==> src/rtl/scmp_pkg.sv <==
// Shared definitions for the serial magnitude comparator: FSM state encoding
// and the one-hot result record carried by the controller.
package scmp_pkg;

  localparam logic [1:0] ST_IDLE    = 2'd0;
  localparam logic [1:0] ST_COMPARE = 2'd1;
  localparam logic [1:0] ST_DONE    = 2'd2;

  typedef struct packed {
    logic gt;
    logic eq;
    logic lt;
  } scmp_result_t;

  localparam scmp_result_t RES_NONE = '{gt: 1'b0, eq: 1'b0, lt: 1'b0};
  localparam scmp_result_t RES_GT   = '{gt: 1'b1, eq: 1'b0, lt: 1'b0};
  localparam scmp_result_t RES_EQ   = '{gt: 1'b0, eq: 1'b1, lt: 1'b0};
  localparam scmp_result_t RES_LT   = '{gt: 1'b0, eq: 1'b0, lt: 1'b1};

  // Index register width; a 1-bit operand still needs a 1-bit index.
  function automatic int unsigned scmp_idx_width(input int unsigned width);
    return (width > 1) ? $clog2(width) : 1;
  endfunction

endpackage

==> src/rtl/serial_mag_comparator_ctrl_comparator1bit.sv <==
// Single-bit magnitude comparator: o1 = A>B, o2 = A==B, o3 = A<B.
// Purely combinational; exactly one output is high for any input pair.
module comparator1bit (
  input  logic A,
  input  logic B,
  output logic o1,
  output logic o2,
  output logic o3
);

  assign o1 = A & ~B;
  assign o2 = ~(A ^ B);
  assign o3 = ~A & B;

endmodule

==> src/rtl/serial_mag_comparator_ctrl.sv <==
// Serial MSB-first magnitude comparator controller: captures operands on start,
// walks one bit per clock through a single comparator1bit, exits on first difference.
module serial_mag_comparator_ctrl
  import scmp_pkg::*;
#(
  parameter int WIDTH = 8
) (
  input  logic             clk,
  input  logic             rst_n,
  input  logic             start,
  input  logic [WIDTH-1:0] a,
  input  logic [WIDTH-1:0] b,
  output logic             busy,
  output logic             done,
  output logic             a_gt_b,
  output logic             a_eq_b,
  output logic             a_lt_b
);

  localparam int IW = scmp_idx_width(WIDTH);
  localparam logic [IW-1:0] IDX_MSB = IW'(WIDTH - 1);

  logic [1:0]       state_q, state_d;
  logic [WIDTH-1:0] a_q, a_d;
  logic [WIDTH-1:0] b_q, b_d;
  logic [IW-1:0]    idx_q, idx_d;
  scmp_result_t     res_q, res_d;

  logic bit_a, bit_b;
  logic bit_gt, bit_eq, bit_lt;

  assign bit_a = a_q[idx_q];
  assign bit_b = b_q[idx_q];

  comparator1bit u_cmp (
    .A  (bit_a),
    .B  (bit_b),
    .o1 (bit_gt),
    .o2 (bit_eq),
    .o3 (bit_lt)
  );

  always_comb begin
    state_d = state_q;
    a_d     = a_q;
    b_d     = b_q;
    idx_d   = idx_q;
    res_d   = res_q;
    case (state_q)
      ST_IDLE: begin
        if (start) begin
          a_d     = a;
          b_d     = b;
          idx_d   = IDX_MSB;
          state_d = ST_COMPARE;
        end
      end
      ST_COMPARE: begin
        // First differing bit decides; equality only resolves at bit 0.
        if (bit_gt) begin
          res_d   = RES_GT;
          state_d = ST_DONE;
        end else if (bit_lt) begin
          res_d   = RES_LT;
          state_d = ST_DONE;
        end else if (bit_eq && (idx_q == '0)) begin
          res_d   = RES_EQ;
          state_d = ST_DONE;
        end else begin
          idx_d = idx_q - IW'(1);
        end
      end
      ST_DONE: begin
        state_d = ST_IDLE;
      end
      default: begin
        state_d = ST_IDLE;
      end
    endcase
  end

  always_ff @(posedge clk or negedge rst_n) begin
    if (!rst_n) begin
      state_q <= ST_IDLE;
      a_q     <= '0;
      b_q     <= '0;
      idx_q   <= '0;
      res_q   <= RES_NONE;
    end else begin
      state_q <= state_d;
      a_q     <= a_d;
      b_q     <= b_d;
      idx_q   <= idx_d;
      res_q   <= res_d;
    end
  end

  assign busy   = (state_q == ST_COMPARE);
  assign done   = (state_q == ST_DONE);
  assign a_gt_b = res_q.gt;
  assign a_eq_b = res_q.eq;
  assign a_lt_b = res_q.lt;

endmodule

==> config.mk <==
export PLATFORM = sky130hd
export DESIGN_NAME = serial_mag_comparator_ctrl
export DESIGN_NICKNAME = d
export VERILOG_FILES = /design/src/rtl/scmp_pkg.sv /design/src/rtl/serial_mag_comparator_ctrl_comparator1bit.sv /design/src/rtl/serial_mag_comparator_ctrl.sv
export SDC_FILE = /design/constraint.sdc
export NUM_CORES = 1
export LEC_CHECK = 0
export BUFFER_PORTS_ARGS = -buffer_cell sky130_fd_sc_hd__buf_2
export CORE_AREA = 2 2 51 53
export CTS_BUF_LIST = sky130_fd_sc_hd__clkbuf_8 sky130_fd_sc_hd__clkbuf_16
export DETAILED_ROUTE_END_ITERATION = 16
export DIE_AREA = 0 0 53 55
export PLACE_DENSITY = 0.73
export SKIP_CTS_REPAIR_TIMING = 1
export SLEW_MARGIN = 10
export SYNTH_ARGS = -nofsm -noshare
export SYNTH_HDL_FRONTEND = slang
export SYNTH_SLANG_ARGS = --single-unit
==> constraint.sdc <==
create_clock -name clk -period 2.5 [get_ports clk]
set_clock_uncertainty 0.1 [all_clocks]
set_input_delay 0.5 -clock clk [delete_from_list [all_inputs] [get_ports clk]]
set_output_delay 0.5 -clock clk [all_outputs]
set_load 0.02 [all_outputs]
=== After elaboration in Yosys (flattened, before gate mapping) ===
Cells that the tools add are included.

* Flip-flop bits (word level): 24
* Output and inout bits: 5

* Equality and inequality tests: 7
* Muxes and demuxes: 17
* Bitwise logic cells: 6
* $lt $le $gt $ge: 1
* $add $sub $neg: 1
* Reductions and logical operators: 9

{| class="wikitable"
|+ Operator list
! kind !! number
|-
| 3-bit 2-to-1 mux || 7
|-
| 2-bit 2-to-1 mux || 4
|-
| 2-bit != test, second input constant || 4
|-
| 1-bit binary-select mux with 3-bit select || 2
|-
| 3-bit case mux with 2 select lines || 1
|-
| 2-bit AND reduction || 3
|-
| 5-bit AND reduction || 1
|-
| 3-bit by 4-bit less-than comparator with 1-bit output, second input constant || 1
|-
| 4-bit by 1-bit != test with 1-bit output, second input constant || 1
|-
| 2-bit case mux with 2 select lines || 1
|-
| 3-bit logical NOT || 1
|-
| 1-bit NOT || 3
|-
| 3-bit nonzero test || 1
|-
| 3-bit by 1-bit subtractor with 3-bit output, second input constant || 1
|-
| 1-bit bitwise AND || 2
|-
| 2-bit by 1-bit equality test with 1-bit output, second input constant || 1
|-
| 2-bit equality test, second input constant || 1
|-
| 2-bit logical NOT || 1
|-
| 1-bit 2-to-1 mux || 2
|-
| 2-bit nonzero test || 1
|-
| 1-bit logical AND || 1
|-
| 1-bit bitwise XOR || 1
|}

=== Longest topological paths before layout ===
Gate-level depths: netlist of the first run.

* Depth in word-level cells: 9
* Depth in mapped cells: 8

=== Cells and area by module ===
A second synthesis of the first run with hierarchy kept.

* Cells, all modules: 83
* Area, all modules: 1,152.4 µm²

{| class="wikitable"
|+ Modules (own cells, without submodules)
! module !! area each (µm²) !! times used !! cells an instance
|-
| serial_mag_comparator_ctrl || 1,119.8 || 1 || 79
|-
| comparator1bit || 32.5 || 1 || 4
|}

=== Worst setup path before layout of the first run ===
No wires, ideal clock.

* Path kind: reg2reg
* Start: register idx_q[0]
* End: register res_q (netlist bit a_gt_b)
* Setup slack: 350 ps
* Arrival: 1,925 ps
* Library setup time: 125 ps
* Buffers on the path: 1
* Stages on the path, launching flop included: 8
* Cells stage by stage: dfrtp_1 -> buf_6 -> mux4_2 -> nand2_1 -> and2_1 -> ha_1 -> a21oi_1 -> mux2_2

* Cells in the longest elaborated chain, start to end: 7
* Elaborated cells on any way between the ends: 16

{| class="wikitable"
|+ RTL lines
! item !! RTL line !! text
|-
| from (decl) || serial_mag_comparator_ctrl.sv:26 || <nowiki>logic [IW-1:0] idx_q, idx_d;</nowiki>
|-
| from (signal assigned) || serial_mag_comparator_ctrl.sv:93 || <nowiki>idx_q <= idx_d;</nowiki>
|-
| 1-bit binary-select mux with 3-bit select (on tied branches) || serial_mag_comparator_ctrl.sv:32, serial_mag_comparator_ctrl.sv:33 ||
|-
| 1-bit 2-to-1 mux (on tied branches) || serial_mag_comparator_ctrl.sv:32, serial_mag_comparator_ctrl.sv:33 ||
|-
| 1-bit bitwise XOR || serial_mag_comparator_ctrl_comparator1bit.sv:12 || <nowiki>assign o2 = ~(A ^ B);</nowiki>
|-
| 1-bit NOT || serial_mag_comparator_ctrl_comparator1bit.sv:12 ||
|-
| 1-bit logical AND || serial_mag_comparator_ctrl.sv:66 || <nowiki>end else if (bit_eq && (idx_q == '0)) begin</nowiki>
|-
| 3-bit nonzero test (no line) || - ||
|-
| 2-bit AND reduction (no line) || - ||
|-
| to (signal assigned) || serial_mag_comparator_ctrl.sv:94 || <nowiki>res_q <= res_d;</nowiki>
|-
| to (decl) || serial_mag_comparator_ctrl.sv:27 || <nowiki>scmp_result_t res_q, res_d;</nowiki>
|}

Parallel ways exist; a longest one is shown, timed or not. The select of a mux whose other input is x is not followed.
A chain may end at the register's enable or synchronous reset.

=== Worst setup path in the final report of the first run ===
Same ends and word-level chain as after synthesis.

==> impl_metrics.py, run 1 <==
metrics = {
    "sta": {
        "setup_viol": 0,
        "post-route-period-util": 0.9228,
        "rsz0062_at_grt": "no",
        "post-route-min-period_ns": 2.307,
        "clock.fmax_mhz": 433.5,
        "fin_setup_tns_ns": 0,
        "worstMarginPinSlew_ns": 0.5284,
        "drv_slew": 0,
        "holdWs_ns": 0.1074,
        "hold_viol_final": 0,
        "relSlewSlack": 0.6477,
    },
    "clocking": {
        "insertion_delay_ns": 0.26,
        "cts.clk_slew.worst_paths_ns": 0.08,
        "cts_buffer_depth": 2,
        "cts_num_sinks": 24,
        "cts_max_level": 1,
        "cts_buffers": 3,
        "root_buffer": "clkbuf_8",
        "cts_tree": "yes",
    },
    "pwr": {
        "leakage_nw": 0.6510,
        "p_per_area_mw_per_mm2": 1261,
        "ir_drop_mv": 0.6567,
    },
    "global_route": {
        "grt_overflow_total": 0,
        "grt_max_degree": 25,
        "grt_pass1_vias": 771,
        "grt_pass1_wl_um": 3484,
        "grt_usage": 0.1712,
        "antenna_found_initial": 0,
    },
    "synth": {
        "yosysSeqAreaShare": 0.5200,
        "yosys.area.top_type": "dfrtp_1",
        "yosys_warnings": 0,
        "synth_commonest_cells": "24 x dfrtp_1, 18 x mux2_2, 6 x nand2_1, 5 x ha_1, 5 x nor2_1",
        "netlist_area_mm2": 0.001155,
        "synth.distinct_cells": 21,
        "synth.avg_cell_area_um2": 13.43,
        "yosys_most_used_dff": "dfrtp_1",
        "syn_inst": 86,
        "synthArstFlopShare": 1.000,
        "synth-edff-count": 0,
        "synth.most_common_cell": "dfrtp_1",
        "syn_nets": 110,
        "synth_top_cell_area_share": 0.5200,
        "synthTopCellsByArea": "dfrtp_1 52%, mux2_2 18%, mux4_2 7.8%",
        "synth.ff_latch_count": 24,
    },
    "drt": {
        "post-route-drc-count": 0,
        "via_count": 743,
        "drt_first_pass_iters": 4,
        "wirelength_um": 1947,
        "via_per_inst": 5.307,
        "ant_nets": 0,
        "routedWlPerCell_um": 13.91,
        "drtIter0Drc": 6,
    },
    "worst_setup_path": {
        "critPathKind": "register to register",
        "cp_max_fo": 7,
        "worstSetupStartpointType": "register",
        "cp_slowest_stage_delay_ns": 0.53,
        "crit_chain": "mux4_2 -> nand2_1 -> and2_1 -> ha_1 -> a21oi_1 -> mux2_2",
        "slowest_stage": "mux4_2",
        "cp.required_ns": 2.54,
        "cp_data_arrival_time_ns": 2.35,
        "end_kind": "register",
    },
    "job": {
        "drv_cap": 0,
    },
    "floorplan": {
        "io_pins": 24,
        "initial_core_util": 0.4884,
        "die_w_um": 53,
        "rows": 18,
        "coreArea_mm2": 0.002365,
        "dieArea_mm2": 0.002915,
        "die_h_um": 55,
    },
    "finish": {
        "design_area_mm2": 0.001350,
        "fill_cells": 220,
        "final_nets": 135,
        "antenna_cells": 0,
        "syn_to_final_growth_pct": 16.90,
        "drive_gt1_frac": 0.4727,
    },
    "place": {
        "dpl_cell_area_mm2": 0.001294,
        "gp_congestion": 0.7325,
        "port_buffers": 23,
        "dpl.hpwl_um": 1532,
    },
    "min_path": {
        "hold_class": "input pin to async pin",
    },
    "outcome": {
        "outcome": "finished clean",
    },
}
## logic make-up (layout without fill, tap and decap cells)
logic type | Yosys count | after routing | synth area share
AO/OA/AOI/OAI | 5 | 5 | 0.02709
multiplexers | 24 | 24 | 0.2709
adder cells (fa/ha/maj) | 5 | 5 | 0.05417
buffers and inverters | 7 | 31 | 0.03250
flip-flops | 24 | 24 | 0.5200
AND/OR/NAND/NOR | 21 | 21 | 0.09535
## worst paths after layout
kind / from / end / slack (ns) / cells after the start
max: idx_q[0]$_DFFE_PN0P_ / a_gt_b$_DFFE_PN0P_ / 0.19 / 6
min: rst_n / a_q[0]$_DFFE_PN0P_ / 0.11 / 1
max reg2reg: idx_q[0]$_DFFE_PN0P_ / a_gt_b$_DFFE_PN0P_ / 0.19 / 6
min reg2reg: a_eq_b$_DFFE_PN0P_ / a_eq_b$_DFFE_PN0P_ / 0.40 / 1
max in group asynchronous: rst_n / idx_q[0]$_DFFE_PN0P_ / 1.80 / 1
min in group clk: a[6] / a_q[6]$_DFFE_PN0P_ / 0.36 / 2
## cell type report
| type | instances | area (um2) | share of cell area |
|---|---|---|---|
| clock buffers | 4 | 55.05 | 0.04078 |
| inverters | 3 | 11.26 | 0.008341 |
| multi-input cells | 55 | 521.8 | 0.3865 |
| flip-flops and latches | 24 | 601.8 | 0.4458 |
| well taps | 30 | 37.54 | 0.02780 |
| repair buffers | 24 | 122.6 | 0.09083 |
## report_power, final
group | leakage [nW] | internal, mW | switching [mW]
registers | 0.282 | 0.571 | 0.128
logic | 0.340 | 0.417 | 0.334
clock network | 0.0288 | 0.140 | 0.113
total | 0.651 | 1.13 | 0.575
## flip-flops by register name (all words and copies together) (netlist names)
register and count:
a_eq_b 1, a_gt_b 1, a_lt_b 1, a_q 8, b_q 8, idx_q 3
state_q 2
## critical path: cells and delay by family (launching register included)
kind / cells / cell delay (ns)
simple gates: 2 / 0.24
flops: 1 / 0.47
compound gates: 1 / 0.22
mux: 2 / 0.90
fa+ha+maj: 1 / 0.27
## through the flow
stage	util	worst slack [ns]	std cells	power, mW
floorplan	-	0.3499	86	1.290
global placement	0.5471	0.1993	136	1.416
detailed placement	0.5471	0.1121	136	1.468
CTS	0.5704	0.09287	140	1.725
global route	0.5709	0.05063	140	1.847
finish	0.5709	0.1930	140	1.703
## routing by layer
layer / global-route usage / share of wire / vias to the layer above
met4: 0.06410 / 0.0046 / 0
li1: - / - / 349
met2: 0.3208 / 0.53 / 19
met1: 0.1906 / 0.42 / 373
met5: 0 / 0 / -
met3: 0.03763 / 0.050 / 2
## cells in the final DEF, fill, tap and decap left out, types with 2 or more instances in the layout
cell and count:
clkbuf_8 4, dfrtp_1 23, and2_1 2, mux2_2 18, inv_1 3, nand2_1 6, nand2b_1 3, nor2_1 5
buf_2 23, mux2i_1 2, a21oi_1 2, ha_1 5, mux4_2 4
Note: power is estimated with default switching activity, not from simulation.
==> run 2: changes to the inputs <==
--- a/config.mk
+++ b/config.mk
@@ -5,12 +5,12 @@
 export SDC_FILE = /design/constraint.sdc
 export NUM_CORES = 1
 export LEC_CHECK = 0
+export ABC_AREA = 1
 export BUFFER_PORTS_ARGS = -buffer_cell sky130_fd_sc_hd__buf_2
-export CORE_AREA = 2 2 51 53
-export CTS_BUF_LIST = sky130_fd_sc_hd__clkbuf_8 sky130_fd_sc_hd__clkbuf_16
+export CORE_AREA = 2 2 53 55
 export DETAILED_ROUTE_END_ITERATION = 16
-export DIE_AREA = 0 0 53 55
-export PLACE_DENSITY = 0.73
+export DIE_AREA = 0 0 55 57
+export PLACE_DENSITY = 0.74
 export SKIP_CTS_REPAIR_TIMING = 1
 export SLEW_MARGIN = 10
 export SYNTH_ARGS = -nofsm -noshare
==> impl_metrics.py, run 2 <==
metrics = {
    "finish": {
        "layout_commonest_cell": "nand2_1",
        "final_cell_mix": "45 x nand2_1, 24 x dfrtp_1, 23 x buf_2, 18 x inv_1, 18 x nor2_1",
        "syn_to_final_growth_pct": 11.60,
        "multi_input_area_um2": 583.1,
        "largest_registers": "a_q x8, b_q x8, idx_q x3",
        "drive_gt1_frac": 0.2527,
        "final_nets": 207,
        "regArea_um2": 600.6,
        "fill_cells": 257,
        "instances_no_fill": 213,
        "antenna_cells": 0,
    },
    "worst_setup_path": {
        "cp-startpoint": "idx_q[0]$_DFFE_PN0P_",
        "cp_max_fo": 11,
        "cp_slowest_stage_delay_ns": 0.57,
        "cp_data_arrival_time_ns": 2.20,
        "critPathKind": "register to register",
        "reg2reg_from": "idx_q[0]$_DFFE_PN0P_",
        "cp_common_cell": "nand2_1",
        "r2r-end": "idx_q[0]$_DFFE_PN0P_",
        "slowest_stage": "dfrtp_1",
        "end_kind": "register",
        "cp.required_ns": 2.66,
        "r2r_cells": 11,
        "crit_chain": "inv_2 -> nand2_1 -> nand3_1 -> nand3_1 -> nand2_1 -> ha_1 -> nor2_1 -> nand3_4 -> nand2_2 -> nand2_1 -> nand2_1",
        "rrSetupSlack_ns": 0.46,
        "worstSetupStartpointType": "register",
    },
    "drt": {
        "drtIter0Drc": 11,
        "routedWlPerCell_um": 10.95,
        "drt_first_pass_iters": 4,
        "via_count": 1042,
        "post-route-drc-count": 0,
        "wirelength_um": 2333,
        "ant_nets": 0,
        "via_per_inst": 4.892,
    },
    "clocking": {
        "cts_tree": "yes",
        "cts_buffers": 3,
        "cts_num_sinks": 24,
        "root_buffer": "clkbuf_4",
        "cts_max_level": 1,
        "cts_buffer_depth": 2,
        "insertion_delay_ns": 0.32,
        "cts.clk_slew.worst_paths_ns": 0.13,
    },
    "sta": {
        "drv_slew": 0,
        "setup_viol": 0,
        "clock.fmax_mhz": 491.3,
        "rsz0062_at_grt": "no",
        "post-route-min-period_ns": 2.035,
        "fin_setup_tns_ns": 0,
        "timing.final.ws_setup_ns": 0.4645,
        "holdWs_ns": 0.03548,
        "relSlewSlack": 0.6519,
        "post-route-period-util": 0.8142,
        "worstMarginPinSlew_ns": 0.5222,
        "hold_viol_final": 0,
    },
    "synth": {
        "yosysSeqAreaShare": 0.4602,
        "netlist_area_mm2": 0.001305,
        "synth_top_cell_area_share": 0.4602,
        "synth.distinct_cells": 18,
        "synth_compound_area_frac": 0.09779,
        "synthAdderAreaFrac": 0.04794,
        "syn_inst": 160,
        "yosys_most_used_dff": "dfrtp_1",
        "yosys_warnings": 0,
        "synth.most_common_cell": "nand2_1",
        "synth.avg_cell_area_um2": 8.156,
        "synth_mux_area_frac": 0,
        "synth.ff_latch_count": 24,
        "synthTopCellsByArea": "dfrtp_1 46%, nand2_1 13%, a21oi_2 6.7%",
        "synthXorXnorAreaFrac": 0.006711,
        "synth_commonest_cells": "45 x nand2_1, 24 x dfrtp_1, 18 x inv_1, 18 x nor2_1, 17 x nand3_1",
        "yosys.area.top_type": "dfrtp_1",
        "synthSimpleGateAreaFrac": 0.2943,
        "synth-edff-count": 0,
        "syn_nets": 184,
        "synthArstFlopShare": 1.000,
        "synth_top_family_by_area": "simple AND/OR/NAND/NOR gates",
    },
    "place": {
        "dpl.hpwl_um": 1777,
        "gp_congestion": 0.9400,
        "dp_slack_ns": 0.4907,
        "dpl.cell_count": 209,
        "port_buffers": 23,
    },
    "global_route": {
        "grt_pass1_vias": 1044,
        "grtUsageMet2": 0.2908,
        "grt_max_degree": 37,
        "grt_overflow_total": 0,
        "gr-max-usage-layer": "met2",
        "use_met1": 0.2638,
        "use_met3": 0.02618,
        "grt_usage": 0.1872,
        "grt_pass1_wl_um": 4360,
        "antenna_found_initial": 0,
    },
    "job": {
        "drv_cap": 0,
    },
    "pwr": {
        "leakage_nw": 0.8021,
        "p_per_area_mw_per_mm2": 1350,
        "ir_drop_mv": 0.7921,
        "finalPower_mw": 1.966,
    },
    "floorplan": {
        "dieArea_mm2": 0.003135,
        "io_pins": 24,
        "die_w_um": 55,
        "die_h_um": 57,
        "coreArea_mm2": 0.002615,
        "rows": 19,
        "initial_core_util": 0.4990,
    },
    "outcome": {
        "outcome": "finished clean",
    },
    "min_path": {
        "hold_class": "input pin to async pin",
    },
}
==> run 2: cell families after synthesis <==
group	Yosys count
compound gates	18
fa+ha+maj	5
flops	24
xor+xnor	1
simple gates	85
buf+inv	27
==> run 2: power by group <==
part / switching, mW / leakage [nW] / internal [mW] / total (mW)
combinational: 0.702 / 0.507 / 0.383 / 1.08
clock: 0.115 / 0.0210 / 0.0891 / 0.204
sequential: 0.109 / 0.274 / 0.568 / 0.677
==> run 2: layout make-up <==
class,count,share of cell area
flip-flops and latches,24,0.4124
multi-input cells,109,0.4003
repair buffers,23,0.07904
inverters,22,0.05670
well taps,31,0.02663
clock buffers,4,0.02491
==> run 2: how the worst max path moves through the flow <==
stage / endpoint / slack (ns) / depth (start not counted)
after floorplan: idx_q[0]$_DFFE_PN0P_ / 0.81 / 11
after global placement: idx_q[2]$_DFFE_PN0P_ / 0.59 / 12
after detailed placement: idx_q[0]$_DFFE_PN0P_ / 0.49 / 11
after CTS: idx_q[0]$_DFFE_PN0P_ / 0.46 / 11
after global routing: idx_q[1]$_DFFE_PN0P_ / 0.24 / 11
final: idx_q[0]$_DFFE_PN0P_ / 0.46 / 11
==> run 2: metrics by stage <==
step                      instance area [um2]  utilization
after floorplan                          1305            -
after global placement                   1420       0.5431
after detailed placement                 1420       0.5431
after CTS                                1456       0.5569
after global routing                     1456       0.5569
final                                    1456       0.5569
==> run 2: critical path, delay by kind of cell (launching register included) <==
family | cells | cell delay (ns)
AND/OR/NAND/NOR | 9 | 0.95
adder cells (fa/ha/maj) | 1 | 0.19
flip-flops | 1 | 0.57
buffers and inverters | 1 | 0.16
==> run 2: per-layer routing <==
metal | wire length, um | vias to the layer above | share of wire
met4 | 40 | 0 | 0.017
met3 | 87 | 5 | 0.037
met1 | 1053 | 471 | 0.45
met2 | 1152 | 24 | 0.49
li1 | - | 542 | -
met5 | 0 | - | 0
==> run 3: changes to the inputs <==
==> constraint.sdc (replaced) <==
create_clock -name clk -period 1.95 [get_ports clk]
set_clock_uncertainty 0.1 [all_clocks]
set_input_delay 0.39 -clock clk [delete_from_list [all_inputs] [get_ports clk]]
set_output_delay 0.39 -clock clk [all_outputs]
set_load 0.02 [all_outputs]
==> impl_metrics.py, run 3 (synthesis gave the netlist of run 2 again) <==
metrics = {
    "worst_setup_path": {
        "cp_max_fo": 4,
        "cp_data_arrival_time_ns": 2.01,
        "critPathKind": "register to register",
        "cp.required_ns": 2.11,
        "reg2reg_from": "idx_q[0]$_DFFE_PN0P_",
        "end_kind": "register",
        "r2r_cells": 12,
        "rrSetupSlack_ns": 0.1,
        "worstSetupStartpointType": "register",
        "r2r-end": "idx_q[1]$_DFFE_PN0P_",
    },
    "floorplan": {
        "coreArea_mm2": 0.002615,
        "die_h_um": 57,
        "dieArea_mm2": 0.003135,
        "io_pins": 24,
        "initial_core_util": 0.4990,
        "rows": 19,
        "die_w_um": 55,
    },
    "sta": {
        "timing.final.ws_setup_ns": 0.09927,
        "drv_slew": 0,
        "hold_viol_final": 0,
        "setup_viol": 0,
        "clock.fmax_mhz": 540.3,
        "relSlewSlack": 0.6584,
        "holdWs_ns": 0.2077,
        "post-route-period-util": 0.9491,
        "worstMarginPinSlew_ns": 0.5124,
        "post-route-min-period_ns": 1.851,
    },
    "pwr": {
        "p_per_area_mw_per_mm2": 1819,
        "leakage_nw": 0.8213,
        "finalPower_mw": 2.808,
        "ir_drop_mv": 1.124,
    },
    "min_path": {
        "hold_class": "input pin to register",
        "hold_depth": 3,
        "holdCritStartpoint": "b[0]",
        "min_to": "b_q[0]$_DFFE_PN0P_",
    },
    "clocking": {
        "cts.clk_slew.worst_paths_ns": 0.13,
        "cts_num_sinks": 24,
        "cts_tree": "yes",
        "insertion_delay_ns": 0.31,
        "root_buffer": "clkbuf_4",
        "cts_buffers": 3,
        "cts_max_level": 1,
        "cts_buffer_depth": 2,
    },
    "drt": {
        "via_count": 1083,
        "post-route-drc-count": 0,
        "wirelength_um": 2407,
        "via_per_inst": 5.037,
        "routedWlPerCell_um": 11.20,
        "drtIter0Drc": 14,
        "ant_nets": 0,
        "drt_first_pass_iters": 4,
    },
    "place": {
        "dp_slack_ns": -0.004262,
        "gp_congestion": 0.9537,
        "dpl.hpwl_um": 1734,
        "port_buffers": 23,
    },
    "finish": {
        "multi_input_area_um2": 648.1,
        "drive_gt1_frac": 0.3261,
        "largest_registers": "a_q x8, b_q x8, idx_q x3",
        "syn_to_final_growth_pct": 18.31,
        "fill_cells": 258,
        "regArea_um2": 603.1,
        "final_cell_mix": "42 x nand2_1, 23 x buf_2, 22 x dfrtp_1, 17 x inv_1, 17 x nor2_1",
        "final_nets": 210,
        "antenna_cells": 0,
        "layout_commonest_cell": "nand2_1",
    },
    "global_route": {
        "antenna_found_initial": 0,
        "grt_overflow_total": 0,
        "grt_max_degree": 37,
        "grt_pass1_wl_um": 4229,
        "grt_pass1_vias": 1040,
        "grt_usage": 0.1823,
    },
    "job": {
        "drv_cap": 0,
    },
    "outcome": {
        "outcome": "finished clean",
    },
}
## run 3: changes by cell type in the layout (fill, tap and decap cells not counted), moves of 2 or more
cell | before | now
nand3_1 | 17 | 12
nand2_2 | 1 | 3
dfrtp_1 | 24 | 22
dfrtp_2 | 0 | 2
nand2_1 | 45 | 42
nand3_2 | 1 | 5
## run 3: worst max-delay path by stage
stage                         start                   end  slack [ns]  cells after the start
2_1_floorplan  idx_q[0]$_DFFE_PN0P_  idx_q[0]$_DFFE_PN0P_        0.26                     11
3_3_place_gp   idx_q[1]$_DFFE_PN0P_  idx_q[0]$_DFFE_PN0P_        0.09                     10
3_5_place_dp   idx_q[1]$_DFFE_PN0P_  idx_q[2]$_DFFE_PN0P_      -0.004                     10
4_1_cts        idx_q[1]$_DFFE_PN0P_  idx_q[2]$_DFFE_PN0P_       -0.02                     10
5_1_grt        idx_q[0]$_DFFE_PN0P_  idx_q[0]$_DFFE_PN0P_      -0.004                     12
6_report       idx_q[0]$_DFFE_PN0P_  idx_q[1]$_DFFE_PN0P_         0.1                     12
## run 3: routing by layer
metal	up-vias	track usage	wire [um]
met3	8	0.03927	124
met1	495	0.2341	1066
met5	-	0	0
li1	548	-	-
met4	0	0.08362	46
met2	32	0.2891	1169
## run 3: report_power, final
group          total (mW)  leakage (nW)  switching, mW  internal, mW
Combinational        1.73         0.535           1.08         0.657
Sequential          0.865         0.272          0.133         0.733
Clock               0.208        0.0138          0.136        0.0721
## run 3: cell type report
| class | count | area share |
|---|---|---|
| multi-input cells | 109 | 0.4198 |
| inverters | 22 | 0.05673 |
| repair buffers | 26 | 0.09319 |
| well taps | 31 | 0.02512 |
| clock buffers | 3 | 0.01459 |
| flip-flops and latches | 24 | 0.3906 |
## run 3: through the flow
stage,TNS [ns],util,std cells,area (um2)
3_3_place_gp,0,0.5488,211,1435
2_1_floorplan,0,-,160,1305
6_report,0,0.5904,215,1544
3_5_place_dp,-0.007032,0.5488,211,1435
5_1_grt,-0.005296,0.5904,215,1544
4_1_cts,-0.04492,0.5574,214,1458
## run 3: worst max-delay path, stage by stage (launching register included)
cell	delay, ns
dfrtp_2	0.47
buf_4	0.16
nand2_1	0.07
nand3_2	0.10
nand2_1	0.10
nand2_1	0.07
nand2_2	0.11
ha_4	0.21
nand3_4	0.10
nand3_4	0.10
nand2_4	0.10
nand2_1	0.07
nand2_1	0.05
